--- src/rtl/uart_rx_pkg.sv ---
// Shared definitions for the serial receive path and the word assembler
// that consumes its bytes.
package uart_rx_pkg;

   localparam int UART_CLKS_PER_BIT = 434;
   localparam int WORD_WIDTH        = 16;

   typedef enum logic [2:0] {
      RX_IDLE      = 3'd0,
      RX_START     = 3'd1,
      RX_DATA      = 3'd2,
      RX_STOP      = 3'd3,
      RX_WAIT_IDLE = 3'd4
   } rx_state_t;

endpackage

--- src/rtl/uart_rx_sync_2ff.sv ---
// Two-flop synchronizer for a single asynchronous input; the reset value
// should match the input's idle level so no false edge appears after reset.
module sync_2ff #(
   parameter logic RST_VAL = 1'b0
) (
   input  logic clk,
   input  logic rst,
   input  logic i_d,
   output logic o_q
);

   logic r_meta;
   logic r_q;

   always_ff @(posedge clk) begin
      if (!rst) begin
         r_meta <= RST_VAL;
         r_q    <= RST_VAL;
      end else begin
         r_meta <= i_d;
         r_q    <= r_meta;
      end
   end

   assign o_q = r_q;

endmodule

--- src/rtl/uart_rx.sv ---
// 8N1 receiver: mid-bit sampling of the synchronized line, byte delivery
// with a level-held ready strobe, and a one-cycle framing error pulse.
module uart_rx
   import uart_rx_pkg::*;
#(
   parameter int CLKS_PER_BIT = UART_CLKS_PER_BIT,
   parameter int READY_CYCLES = 4
) (
   input  logic       clk,
   input  logic       rst,
   input  logic       rx,
   output logic [7:0] uart_byte,
   output logic       uart_byte_ready,
   output logic       framing_err,
   output logic       rx_busy
);

   localparam int              CW        = $clog2(CLKS_PER_BIT) + 1;
   localparam int              RW        = $clog2(READY_CYCLES);
   localparam logic [CW-1:0]   HALF_LAST = CW'(CLKS_PER_BIT / 2 - 1);
   localparam logic [CW-1:0]   BIT_LAST  = CW'(CLKS_PER_BIT - 1);
   localparam logic [RW-1:0]   RDY_LAST  = RW'(READY_CYCLES - 1);

   rx_state_t     r_state;
   logic [CW-1:0] r_clk_cnt;
   logic [2:0]    r_bit_cnt;
   logic [7:0]    r_shift;
   logic [7:0]    r_byte;
   logic          r_ferr;
   logic          r_busy;
   logic [RW-1:0] r_rdy_cnt;
   logic          r_rdy;

   logic w_rxs;
   logic w_bit_end;
   logic w_stop_ok;

   sync_2ff #(.RST_VAL(1'b1)) u_rx_sync (
      .clk (clk),
      .rst (rst),
      .i_d (rx),
      .o_q (w_rxs)
   );

   assign w_bit_end = (r_clk_cnt == BIT_LAST);
   assign w_stop_ok = (r_state == RX_STOP) && w_bit_end && w_rxs;

   always_ff @(posedge clk) begin
      if (!rst) begin
         r_state   <= RX_IDLE;
         r_clk_cnt <= '0;
         r_bit_cnt <= '0;
         r_shift   <= '0;
         r_byte    <= '0;
         r_ferr    <= 1'b0;
         r_busy    <= 1'b0;
      end else begin
         r_ferr <= 1'b0;
         case (r_state)
            RX_IDLE: begin
               if (!w_rxs) begin
                  r_state   <= RX_START;
                  r_clk_cnt <= '0;
                  r_busy    <= 1'b1;
               end
            end
            // A start bit that is high again at its midpoint is a glitch.
            RX_START: begin
               if (r_clk_cnt == HALF_LAST) begin
                  r_clk_cnt <= '0;
                  r_bit_cnt <= '0;
                  if (!w_rxs) begin
                     r_state <= RX_DATA;
                  end else begin
                     r_state <= RX_IDLE;
                     r_busy  <= 1'b0;
                  end
               end else begin
                  r_clk_cnt <= r_clk_cnt + 1'b1;
               end
            end
            RX_DATA: begin
               if (w_bit_end) begin
                  r_clk_cnt <= '0;
                  r_shift   <= {w_rxs, r_shift[7:1]};
                  r_bit_cnt <= r_bit_cnt + 1'b1;
                  if (r_bit_cnt == 3'd7) r_state <= RX_STOP;
               end else begin
                  r_clk_cnt <= r_clk_cnt + 1'b1;
               end
            end
            // Leaving at mid-stop-bit keeps a back-to-back start edge visible.
            RX_STOP: begin
               if (w_bit_end) begin
                  r_clk_cnt <= '0;
                  if (w_rxs) begin
                     r_byte  <= r_shift;
                     r_state <= RX_IDLE;
                     r_busy  <= 1'b0;
                  end else begin
                     r_ferr  <= 1'b1;
                     r_state <= RX_WAIT_IDLE;
                  end
               end else begin
                  r_clk_cnt <= r_clk_cnt + 1'b1;
               end
            end
            RX_WAIT_IDLE: begin
               if (w_rxs) begin
                  r_state <= RX_IDLE;
                  r_busy  <= 1'b0;
               end
            end
            default: begin
               r_state <= RX_IDLE;
               r_busy  <= 1'b0;
            end
         endcase
      end
   end

   // Ready hold runs independently so the next frame can start underneath it.
   always_ff @(posedge clk) begin
      if (!rst) begin
         r_rdy     <= 1'b0;
         r_rdy_cnt <= '0;
      end else if (w_stop_ok) begin
         r_rdy     <= 1'b1;
         r_rdy_cnt <= RDY_LAST;
      end else if (r_rdy) begin
         if (r_rdy_cnt == '0) r_rdy <= 1'b0;
         else                 r_rdy_cnt <= r_rdy_cnt - 1'b1;
      end
   end

   assign uart_byte       = r_byte;
   assign uart_byte_ready = r_rdy;
   assign framing_err     = r_ferr;
   assign rx_busy         = r_busy;

endmodule
--- config.mk ---
export PLATFORM = sky130hd
export DESIGN_NAME = uart_rx
export DESIGN_NICKNAME = d
export VERILOG_FILES = /design/src/rtl/uart_rx_pkg.sv /design/src/rtl/uart_rx_sync_2ff.sv /design/src/rtl/uart_rx.sv
export SDC_FILE = /design/constraint.sdc
export NUM_CORES = 1
export LEC_CHECK = 0
export BUFFER_PORTS_ARGS = -buffer_cell sky130_fd_sc_hd__buf_2
export CORE_MARGIN = 10
export CORE_UTILIZATION = 60
export CTS_CLUSTER_DIAMETER = 200
export CTS_CLUSTER_SIZE = 40
export DETAILED_ROUTE_END_ITERATION = 8
export GPL_ROUTABILITY_DRIVEN = 0
export PLACE_DENSITY = 0.8
export SLEW_MARGIN = 20
export SYNTH_ARGS = -nofsm -noshare
export SYNTH_HDL_FRONTEND = slang
export SYNTH_SLANG_ARGS = --single-unit
export TNS_END_PERCENT = 100
--- constraint.sdc ---
create_clock -name clk -period 3.9 [get_ports clk]
set_clock_uncertainty 0.05 [all_clocks]
set_input_delay 0.195 -clock clk [delete_from_list [all_inputs] [get_ports clk]]
set_output_delay 0.195 -clock clk [all_outputs]
set_load 0.01 [all_outputs]
After elaboration in Yosys (flattened, before gate mapping). Cells that the tools add are included.

Add/subtract/negate cells: 3. Eq/ne operators: 14. Multiplexer cells: 28. Bitwise operators: 1. Reductions and logical operators: 16.

Operator list (number): 10-bit 2-to-1 mux (3); 10-bit one-hot mux with 3 select lines (1); 3-bit 2-to-1 mux (9); 3-bit one-hot mux with 5 select lines (1); 2-bit inequality test, second input constant (6); 10-bit by 1-bit adder with 10-bit output, second input constant (1); 10-bit by 8-bit == test with 1-bit output, second input constant (1); 10-bit by 9-bit == test with 1-bit output, second input constant (1); 3-bit AND reduction (3); 1-bit 2-to-1 mux (8); 2-bit 2-to-1 mux (4); 3-bit by 2-bit == test with 1-bit output, second input constant (2); 3-bit == test, second input constant (2); 3-bit one-hot mux with 2 select lines (1); 2-bit AND reduction (3); 6-bit AND reduction (1); 1-bit one-hot mux with 5 select lines (1); 4-bit AND reduction (1); 2-bit nonzero test (2); 3-bit by 1-bit adder with 3-bit output, second input constant (1); 3-bit by 1-bit == test with 1-bit output, second input constant (1); 3-bit zero test (1); 3-bit nonzero test (1); 1-bit logical AND (2); other kinds (5) (5).

Bits in registers: 39. Input bits: 3. Logic and storage cells: 73.

Longest topological paths before layout. Gate-level depths: netlist (run 1).

Depth in word-level cells: 5. Mapped depth: 8. Mapped depth without buffers: 7.

Modules after synthesis. A second synthesis (run 1) with hierarchy kept.

Cells, all modules: 210. Area, all modules: 1876.8 um2.

By module, submodules not included: uart_rx (instances 1, cells each 206, area an instance 1824.2 um2, sequential area each 740.7 um2); sync_2ff (instances 1, cells each 4, area an instance 52.6 um2, sequential area each 40.0 um2).

Least setup slack after synthesis (run 1). Ideal clock, no wire load.

Path type: reg2reg. Start point: register r_clk_cnt[0]. End point: register r_byte[0], in the netlist uart_byte[0]. Data arrival time: 1.809 ns. Required time: 3.722 ns. Path slack: 1.914 ns. Cell stages (with the launch flop): 8. Path buffers: 1. Clock period less this slack: 1.986 ns. Cell sequence: dfxtp_1 -> ha_1 -> nand4b_1 -> or3_1 -> nor4_2 -> buf_4 -> mux2i_1 -> nor2_1.

Longest elaborated chain between the ends: 2.

Ends and longest elaborated chain: start: declaration (line uart_rx.sv:25) `logic [CW-1:0] r_clk_cnt;`; start signal: assignment (line uart_rx.sv:79) `r_clk_cnt <= r_clk_cnt + 1'b1;`; start signal: assignment (line uart_rx.sv:89) `r_clk_cnt <= r_clk_cnt + 1'b1;`; start signal: assignment (line uart_rx.sv:105) `r_clk_cnt <= r_clk_cnt + 1'b1;`; 10-bit by 9-bit == test with 1-bit output (line uart_rx.sv:45) `assign w_bit_end = (r_clk_cnt == BIT_LAST);`; 3-bit AND reduction (no source line); end signal: assignment (line uart_rx.sv:97) `r_byte <= r_shift;`; end: declaration (line uart_rx.sv:28) `logic [7:0] r_byte;`.

Every way passes these cells. A chain may end at the register's enable or synchronous reset.

Worst setup path after layout (run 1).
Start point: register r_clk_cnt[4]. End point: register r_state[0].

Longest elaborated chain between the ends: 3. Elaborated cells between the ends (all ways): 6. Those cells by class: 5 x eq/ne; 1 x reduce/logical.

Ends and longest elaborated chain: 10-bit by 8-bit == test with 1-bit output / 10-bit by 9-bit == test with 1-bit output (equally long branches) (line uart_rx.sv:69, uart_rx.sv:45); 2-bit inequality test (no source line); 6-bit AND reduction (no source line) *; end signal: assignment (line uart_rx.sv:73) `r_state <= RX_DATA;`; end signal: assignment (line uart_rx.sv:75) `r_state <= RX_IDLE;`; end signal: assignment (line uart_rx.sv:87) `if (r_bit_cnt == 3'd7) r_state <= RX_STOP;`; end: declaration (line uart_rx.sv:24) `rx_state_t r_state;`.

Mark *: on every way between the ends. The rest lies on a longest branch, timed or not.

==> results.md, run 1 <==
* Status: finished, final reports clean
* Reg-to-reg startpoint: r_clk_cnt[4]$_SDFFE_PN0P_
* Hold Path Class: in -> reg
* DP HPWL at 2.49 mm
* Setup TNS at 0 ps
* Share of cells above drive strength 1 at 13.7%
* Register area share after synthesis at 41.8%
* Ys async rst share at 0%
* Post-CTS sizing at 0
* CTS root buf: clkbuf_4
* Data arrival, critical path at 2390 ps
* Site row count at 20
* Die span in y at 75.8 um
* Worst-path maximum fanout at 10
* Vias in the first global route at 1414
* Die area at 5740 um2
* Worst-Margin Slew at 921 ps
* Vias post-DR at 1495
* Total routed wirelength at 3.56 mm
* Cell area after layout at 2020 um2
* Cts bufs inserted at 5
* Max VDD drop at 279 uV
* Max-slew violation count at 0
* Area grow syn2layout at 8.38%
* DRC viols at 0
* Worst setup path startpoint: r_clk_cnt[4]$_SDFFE_PN0P_
* RSZ-0062 raised after global routing: no
* Setup repair bufs after CTS at 0
* Critical path launch point type: flip-flop
* Die Span X at 75.8 um
* Synth Flop Type: dfxtp_1
* Fmax at 454 MHz
* DP Area at 1930 um2
* CTS Hold Bufs at 1
* YS warnings at 0
* Pwr Density at 371 nW/um2
* Syn_area_per_cell at 8.64 um2
* Critical-path cell list: or3b_1, o41ai_2, or2_1, mux2i_1, nor3_2
* Peak per-stage delay on the critical path at 520 ps
* Fillers at 255
* Max-cap violations at 0
* Post-DRT Antenna Nets at 0
* Clk buf depth at 2
* Clock tree sinks at 39
* Final hold viol count at 0
* Synth Instances at 216
* CP max-delay cell: or3b_1
* Synth Cell Area at 1870 um2
* Congestion Overflow GR at 0
* Yosys reg bits at 39
* CTS tree: yes
* Met2 usage at 22.7%
* Net count after synthesis at 225
* Worst-skew pair later-pin latency at 360 ps
* WL per Instance at 13.2 um
* Global Route met1 Usage at 16.8%
* Initial Util at 61.7%
* Setup CP Type: reg -> reg
* First-pass GRT wire length at 6.28 mm
* CP endpoint kind: flip-flop
* Average vias per placed instance at 5.54
* Final setup viols at 0
* IO Count at 14
* Core ar. at 3030 um2
* Met3 Use GR at 4.30%
* Largest net degree at the start of global routing at 31
* Hold wc startpoint: rst
* Clock transition at path regs at 130 ps
* FF/Latch Area at 781 um2
* Port Buf Inserts at 13
* Number of distinct library cells after synthesis at 40
* Gr busiest metal: met2
* Tmin final at 2200 ps
* FF-to-FF path depth at 5
* CTS H-tree lvls at 2
* Fin crit share at 56.4%
* Hold depth at 2
* Lkg Pwr at 0.685 nW
* Total Routing Usage GR at 14.0%
* Diodes inserted at 0
* Initial antenna violation count at 0
* DRT iter0 DRCs at 122
* Final nets at 234
* Multi-input logic area at 982 um2
* Max_slew headroom at 38.5%
* Post-synth EDFFs at 0
* DR pass1 iterations at 4
* Req. time, crit path at 4090 ps
worst max-delay path, delay by kind of cell (launching register included):
kind	cells	cell delay (ps)
AOI/OAI and AO/OA	1	400
DFF	1	440
muxes	1	260
and+or+nand+nor	3	930
metrics by stage:
stage | cells | power, mW | setup WS (ps) | util [%] | hold slack, ps
detailed placement | 261 | 0.472 | 1740 | 63.7 | 333
CTS | 270 | 0.757 | 1720 | 66.8 | 62.2
floorplan | 216 | 0.465 | 1910 | - | 246
finish | 270 | 0.751 | 1700 | 66.8 | 68.3
global route | 270 | 0.778 | 1540 | 66.8 | 78.5
global placement | 261 | 0.471 | 1770 | 63.7 | 326
routing by layer:
layer,share of wire (%),vias up
met5,0,-
met2,45,40
met3,5.6,7
li1,-,771
met1,47,677
met4,1.7,0
flip-flops by register name (all words and copies together) (netlist names):
signal	cells
uart_byte_ready	1
r_shift	8
r_state	3
framing_err	1
u_rx_sync.r_meta	1
r_bit_cnt	3
rx_busy	1
r_clk_cnt	10
u_rx_sync.o_q	1
uart_byte	8
r_rdy_cnt	2
cell usage in the layout, fill, tap and decap left out, drive strengths merged, types with 5 or more instances in the layout:
| cell type | synthesis | final |
|---|---|---|
| mux2i | 17 | 17 |
| nand2 | 21 | 21 |
| ha | 6 | 6 |
| dfxtp | 39 | 39 |
| o21ai | 6 | 6 |
| clkbuf | 8 | 5 |
| buf | 6 | 15 |
| nor2 | 32 | 32 |
| nor4 | 6 | 6 |
| nand3 | 9 | 9 |
| a21oi | 14 | 14 |
| inv | 8 | 9 |
power by group:
part	switching (mW)	total (mW)	internal, mW
combinational	0.0338	0.0509	0.0171
clock	0.148	0.286	0.138
sequential	0.00963	0.413	0.404
total	0.192	0.751	0.559
cells in the mapped netlist (4+ instances only):
master	number	area share, %
a21oi_1	14	3.8
clkbuf_1	8	1.6
dfxtp_1	39	42
ha_1	6	4.0
inv_1	8	1.6
mux2i_1	17	9.1
nand2_1	21	4.2
nand2b_1	4	1.3
nand3_1	9	2.4
nand4_1	4	1.3
nor2_1	32	6.4
o21ai_0	5	1.3
logic make-up (layout without fill, tap and decap cells):
kind of cell	Yosys count	after routing	synth area share, %
AND/OR/NAND/NOR	96	96	26.5
adder cells (fa/ha/maj)	6	6	4.02
AO/OA/AOI/OAI	33	33	11.5
XOR/XNOR	3	3	1.41
flip-flops	39	39	41.8
multiplexers	17	17	9.12
buffers and inverters	22	32	5.56
final timing paths:
check,to,slack [ps]
max,r_state[0]$_SDFFE_PN0P_,1700
min,u_rx_sync.r_meta$_SDFF_PN1_,70
max reg2reg,r_state[0]$_SDFFE_PN0P_,1700
min reg2reg,u_rx_sync.o_q$_SDFF_PN1_,380
area by class of cell:
cell class	instances	share of cell area (%)
Inverter	8	1.48
Multi-Input combinational cell	155	48.5
Clock buffer	5	1.86
Clock inverter	3	2.35
Timing Repair Buffer	16	4.45
Tap cell	44	2.72
Sequential cell	39	38.6
Power figures use the tool's default switching activity.
==> inputs of run 2 (changes only) <==
- ABC_AREA: default -> 1
- CORE_UTILIZATION: 60 -> 53
- PLACE_DENSITY: 0.8 -> 0.74
- clock period: 3.9 -> 2 ns (I/O delays scaled with it)
==> results.md, run 2 <==
* Max-cap violations at 0
* Fillers at 329
* DRC viols at 0
* Die span in y at 80.3 um
* YS warnings at 0
* Reg-to-reg startpoint: r_clk_cnt[0]$_SDFFE_PN0P_
* Clk buf depth at 2
* Clock tree sinks at 39
* Worst-skew pair later-pin latency at 360 ps
* CTS tree: yes
* Core ar. at 3420 um2
* Max_slew headroom at 71.8%
* Reg-to-reg slack, setup at 410 ps
* Net count after synthesis at 273
* Yosys top cell area share at 40.5%
* Total power at 1.93 mW
* Synth area leader: dfxtp_1
* CTS root buf: clkbuf_4
* Die area at 6450 um2
* Hold wc startpoint: rst
* Site row count at 21
* Post-synth top cells: 43 x nor2_1, 39 x dfxtp_1, 38 x nand2_1
* Share of cells above drive strength 1 at 18.8%
* Fin crit share at 79.5%
* Average vias per placed instance at 5.08
* Setup TNS at 0 ps
* Synth Flop Type: dfxtp_1
* Worst setup path startpoint: r_clk_cnt[0]$_SDFFE_PN0P_
* Number of distinct library cells after synthesis at 28
* Area grow syn2layout at 9.73%
* Multi-input logic area at 976 um2
* WL per Instance at 12.0 um
* Worst-path maximum fanout at 7
* Lkg Pwr at 0.938 nW
* DP HPWL at 2.81 mm
* Most frequent cells in the layout: 43 x nor2_1, 39 x dfxtp_1, 38 x nand2_1
* Max VDD drop at 879 uV
* Cts bufs inserted at 5
* Vias post-DR at 1666
* IO Count at 14
* Initial antenna violation count at 0
* Fmax at 629 MHz
* Congestion Overflow GR at 0
* Port Buf Inserts at 13
* Clock transition at path regs at 130 ps
* Syn_area_per_cell at 7.31 um2
* CTS H-tree lvls at 2
* Final nets at 290
* Total routed wirelength at 3.95 mm
* Setup CP Type: reg -> reg
* First-pass GRT wire length at 7.05 mm
* CP endpoint kind: flip-flop
* Ys async rst share at 0%
* Status: finished, final reports clean
* Commonest non-fill, non-tap cell in the layout: nor2_1
* Vias in the first global route at 1578
* Initial Util at 56.5%
* Final setup viols at 0
* Reg with most FFs: r_clk_cnt
* Count leader, synth: nor2_1
* Tmin final at 1590 ps
* Post-layout util at 62.0%
* Worst-Margin Slew at 422 ps
* Post-DRT Antenna Nets at 0
* Req. time, crit path at 2210 ps
* Max-slew violation count at 0
* Max reg flops at 10
* Synth Cell Area at 1930 um2
* Place WS at 414 ps
* Setup WS post-layout at 410 ps
* Diodes inserted at 0
* DR pass1 iterations at 4
* DRT iter0 DRCs at 118
* Largest net degree at the start of global routing at 26
* Register area share after synthesis at 40.5%
* Final hold viol count at 0
* Total Routing Usage GR at 13.4%
* Critical path launch point type: flip-flop
* RSZ-0062 raised after global routing: no
* Post-CTS sizing at 0
* Setup repair bufs after CTS at 0
* Die Span X at 80.3 um
* Hold Path Class: in -> reg
* Ranking of synthesized cells by area: dfxtp_1 40%, nor2_1 8.4%, nand2_1 7.4%, inv_1 6.2%, o21ai_0 5.7%
* Data arrival, critical path at 1800 ps
* Yosys reg bits at 39
* Pwr Density at 909 nW/um2
* FF/Latch Area at 781 um2
* Post-synth EDFFs at 0
* Synth Instances at 264
-- run 2: cell type report --
class	instances	share of cell area (%)
repair buffers	15	3.90
multi-input cells	183	46.1
clock inverters	3	2.07
inverters	37	6.56
well taps	46	2.72
clock buffers	5	1.77
flip-flops and latches	39	36.9
-- run 2: path summary, 6_finish.rpt --
path                                to  cells after the start
min reg2reg   u_rx_sync.o_q$_SDFF_PN1_                      1
min          r_clk_cnt[1]$_SDFFE_PN0P_                      4
max          r_clk_cnt[0]$_SDFFE_PN0P_                      8
max reg2reg  r_clk_cnt[0]$_SDFFE_PN0P_                      8
-- run 2: kinds of logic (layout without fill, tap and decap cells) --
kind of cell / Yosys count / in the layout / synth area share [%]
simple gates: 128 / 128 / 32.3
fa+ha+maj: 6 / 6 / 3.89
xor+xnor: 4 / 4 / 1.82
flops: 39 / 39 / 40.5
compound gates: 45 / 45 / 12.6
buf+inv: 42 / 60 / 8.95
-- run 2: report_power, final --
| part | switching [mW] | internal [mW] | leakage, nW |
|---|---|---|---|
| Combinational | 0.346 | 0.166 | 0.577 |
| Clock | 0.278 | 0.263 | 0.0452 |
| Sequential | 0.0554 | 0.817 | 0.316 |
| Total | 0.679 | 1.25 | 0.938 |
-- run 2: per-stage QoR --
step                      hold slack (ps)  instances  cell area [um2]
after floorplan                       157        264             1930
after global placement                237        319             2030
after global routing                  160        328             2120
final                                 151        328             2120
after detailed placement              241        319             2030
after CTS                             143        328             2120
-- run 2: worst max-delay path, stage by stage, from the launching register on --
cell and delay (ps):
dfxtp_1 440, ha_1 170, inv_1 70, nor2_2 170
nand3_2 140, nand2_2 120, nand2_2 130, o21ai_0 170
inv_1 50
-- run 2: repair_timing --
action	CTS	global route
hold buffers	1	0
endpoints found under the hold margin	1	0
setup endpoints to repair	0	0
-- run 2: metal layers --
| layer | wire length [um] | GRT usage (%) | vias up |
|---|---|---|---|
| met3 | 266 | 4.90 | 5 |
| li1 | - | - | 878 |
| met1 | 1810 | 16.2 | 746 |
| met5 | 0 | 0 | - |
| met4 | 46 | 4.40 | 0 |
| met2 | 1820 | 21.4 | 37 |
==> inputs of run 3 (changes only) <==
- ABC_AREA: 1 -> 0
- CORE_UTILIZATION: 53 -> 58
- PLACE_DENSITY: 0.74 -> 0.77
- clock period: 2 -> 1.6 ns (I/O delays scaled with it)
==> results.md, run 3 (synthesis results as in run 1) <==
* Status: finished, violations left
* Failing checks: setup timing
* Total power at 1.94 mW
* CP endpoint kind: flip-flop
* Setup CP Type: reg -> reg
* Max-slew violation count at 0
* Vias in the first global route at 1844
* Die span in y at 76.7 um
* Reg with most FFs: r_clk_cnt
* DRT iter0 DRCs at 187
* DP HPWL at 3.35 mm
* Area grow syn2layout at 39.9%
* Max reg flops at 10
* Fillers at 172
* Total Routing Usage GR at 17.1%
* Core ar. at 3080 um2
* Fmax at 499 MHz
* Max VDD drop at 663 uV
* DRC viols at 0
* Average vias per placed instance at 5.97
* Initial antenna violation count at 0
* Bufs and invs on worst path at 3
* Largest net degree at the start of global routing at 30
* Die Span X at 76.7 um
* Site row count at 20
* Critical path launch point type: flip-flop
* RSZ-0062 raised after global routing: yes
* Post-layout util at 84.8%
* Cts bufs inserted at 5
* CP max-delay cell: or3b_4
* Clock tree sinks at 39
* Clk buf depth at 2
* Pwr Density at 742 nW/um2
* CP dominant cell by count: buf_6
* Critical-path cell list: or3b_4, buf_6, o41ai_4, or2_4, buf_6, buf_4, o311ai_2
* Final nets at 277
* CTS tree: yes
* Clock transition at path regs at 120 ps
* Setup WS post-layout at -405 ps
* Lkg Pwr at 0.944 nW
* Data arrival, critical path at 2180 ps
* Initial Util at 60.7%
* Fin crit share at 125%
* CTS H-tree lvls at 2
* Post-DRT Antenna Nets at 0
* Req. time, crit path at 1780 ps
* Vias post-DR at 1864
* Total routed wirelength at 5.73 mm
* Worst-Margin Slew at 426 ps
* WL per Instance at 18.4 um
* Final hold viol count at 0
* First-pass GRT wire length at 8.40 mm
* Max_slew headroom at 71.2%
* Peak per-stage delay on the critical path at 400 ps
* Tmin final at 2010 ps
* CTS root buf: clkbuf_4
* Hold Path Class: reg -> reg
* Max-cap violations at 0
* Diodes inserted at 0
* Critical path's top delay family: simple AND/OR/NAND/NOR gates
* Share of cells above drive strength 1 at 39.2%
* DR pass1 iterations at 4
* Congestion Overflow GR at 0
* Most frequent cells in the layout: 36 x buf_4, 35 x dfxtp_1, 30 x nor2_1
* Port Buf Inserts at 13
* Die area at 5890 um2
* Final setup viols at 36
* Worst-path maximum fanout at 8
* Commonest non-fill, non-tap cell in the layout: buf_4
* Worst-skew pair later-pin latency at 350 ps
* Setup TNS at -10280 ps
* IO Count at 14
## run 3: cell count changes in the layout (fill, tap and decap cells not counted), sizes merged, moves of 4 or more
cell / before / now
mux2i: 0 / 17
o21ai: 23 / 6
inv: 37 / 9
nor4: 1 / 6
nor2: 53 / 32
nand2: 44 / 21
nand3: 19 / 9
nand2b: 0 / 4
a21oi: 21 / 14
buf: 14 / 56
## run 3: timing repair
| item | CTS | global route |
|---|---|---|
| buffers inserted | 1 | 4 |
| endpoints found under the hold margin | 2 | 0 |
| endpoints found under the setup margin | 36 | 36 |
| resized for setup | 13 | 27 |
| hold buffers | 3 | 0 |
| pin swaps | 5 | 13 |
## run 3: per-stage QoR
stage / instances / worst slack [ps] / hold slack [ps] / instance area [um2]
4_1_cts: 308 / -292 / 382 / 2450
6_report: 312 / -405 / 384 / 2610
3_3_place_gp: 298 / -222 / 209 / 2280
3_5_place_dp: 298 / -275 / 218 / 2280
5_1_grt: 312 / -436 / 398 / 2610
2_1_floorplan: 216 / -254 / 131 / 1930
## run 3: cell type report
class,instances,area (um2),area share [%]
inverters,8,30.0,1.15
clock buffers,5,37.5,1.44
clock inverters,2,36.3,1.39
well taps,44,55.1,2.11
multi-input cells,155,1200,46.0
flip-flops and latches,39,788,30.2
repair buffers,59,462,17.7
## run 3: layer usage
layer  vias up  global-route usage [%]  wire length (um)
met5         -                       0                 0
met4         0                    8.74               340
met3        35                    4.66               277
met2        83                    29.3              2830
met1       885                    19.0              2280
li1        861                       -                 -
## run 3: where the power goes
part           switching, mW  total, mW  internal [mW]
Clock                  0.326      0.647          0.322
Sequential            0.0170       1.00          0.985
Combinational          0.160      0.288          0.128
Total                  0.503       1.94           1.43
## run 3: final timing paths
path / slack (ps) / startpoint / end / cells past startpoint
setup / recovery: -410 / r_clk_cnt[2]$_SDFFE_PN0P_ / r_clk_cnt[9]$_SDFFE_PN0P_ / 7
hold / removal: 380 / u_rx_sync.r_meta$_SDFF_PN1_ / u_rx_sync.o_q$_SDFF_PN1_ / 1
setup reg to reg: -410 / r_clk_cnt[2]$_SDFFE_PN0P_ / r_clk_cnt[9]$_SDFFE_PN0P_ / 7
hold reg to reg: 380 / u_rx_sync.r_meta$_SDFF_PN1_ / u_rx_sync.o_q$_SDFF_PN1_ / 1
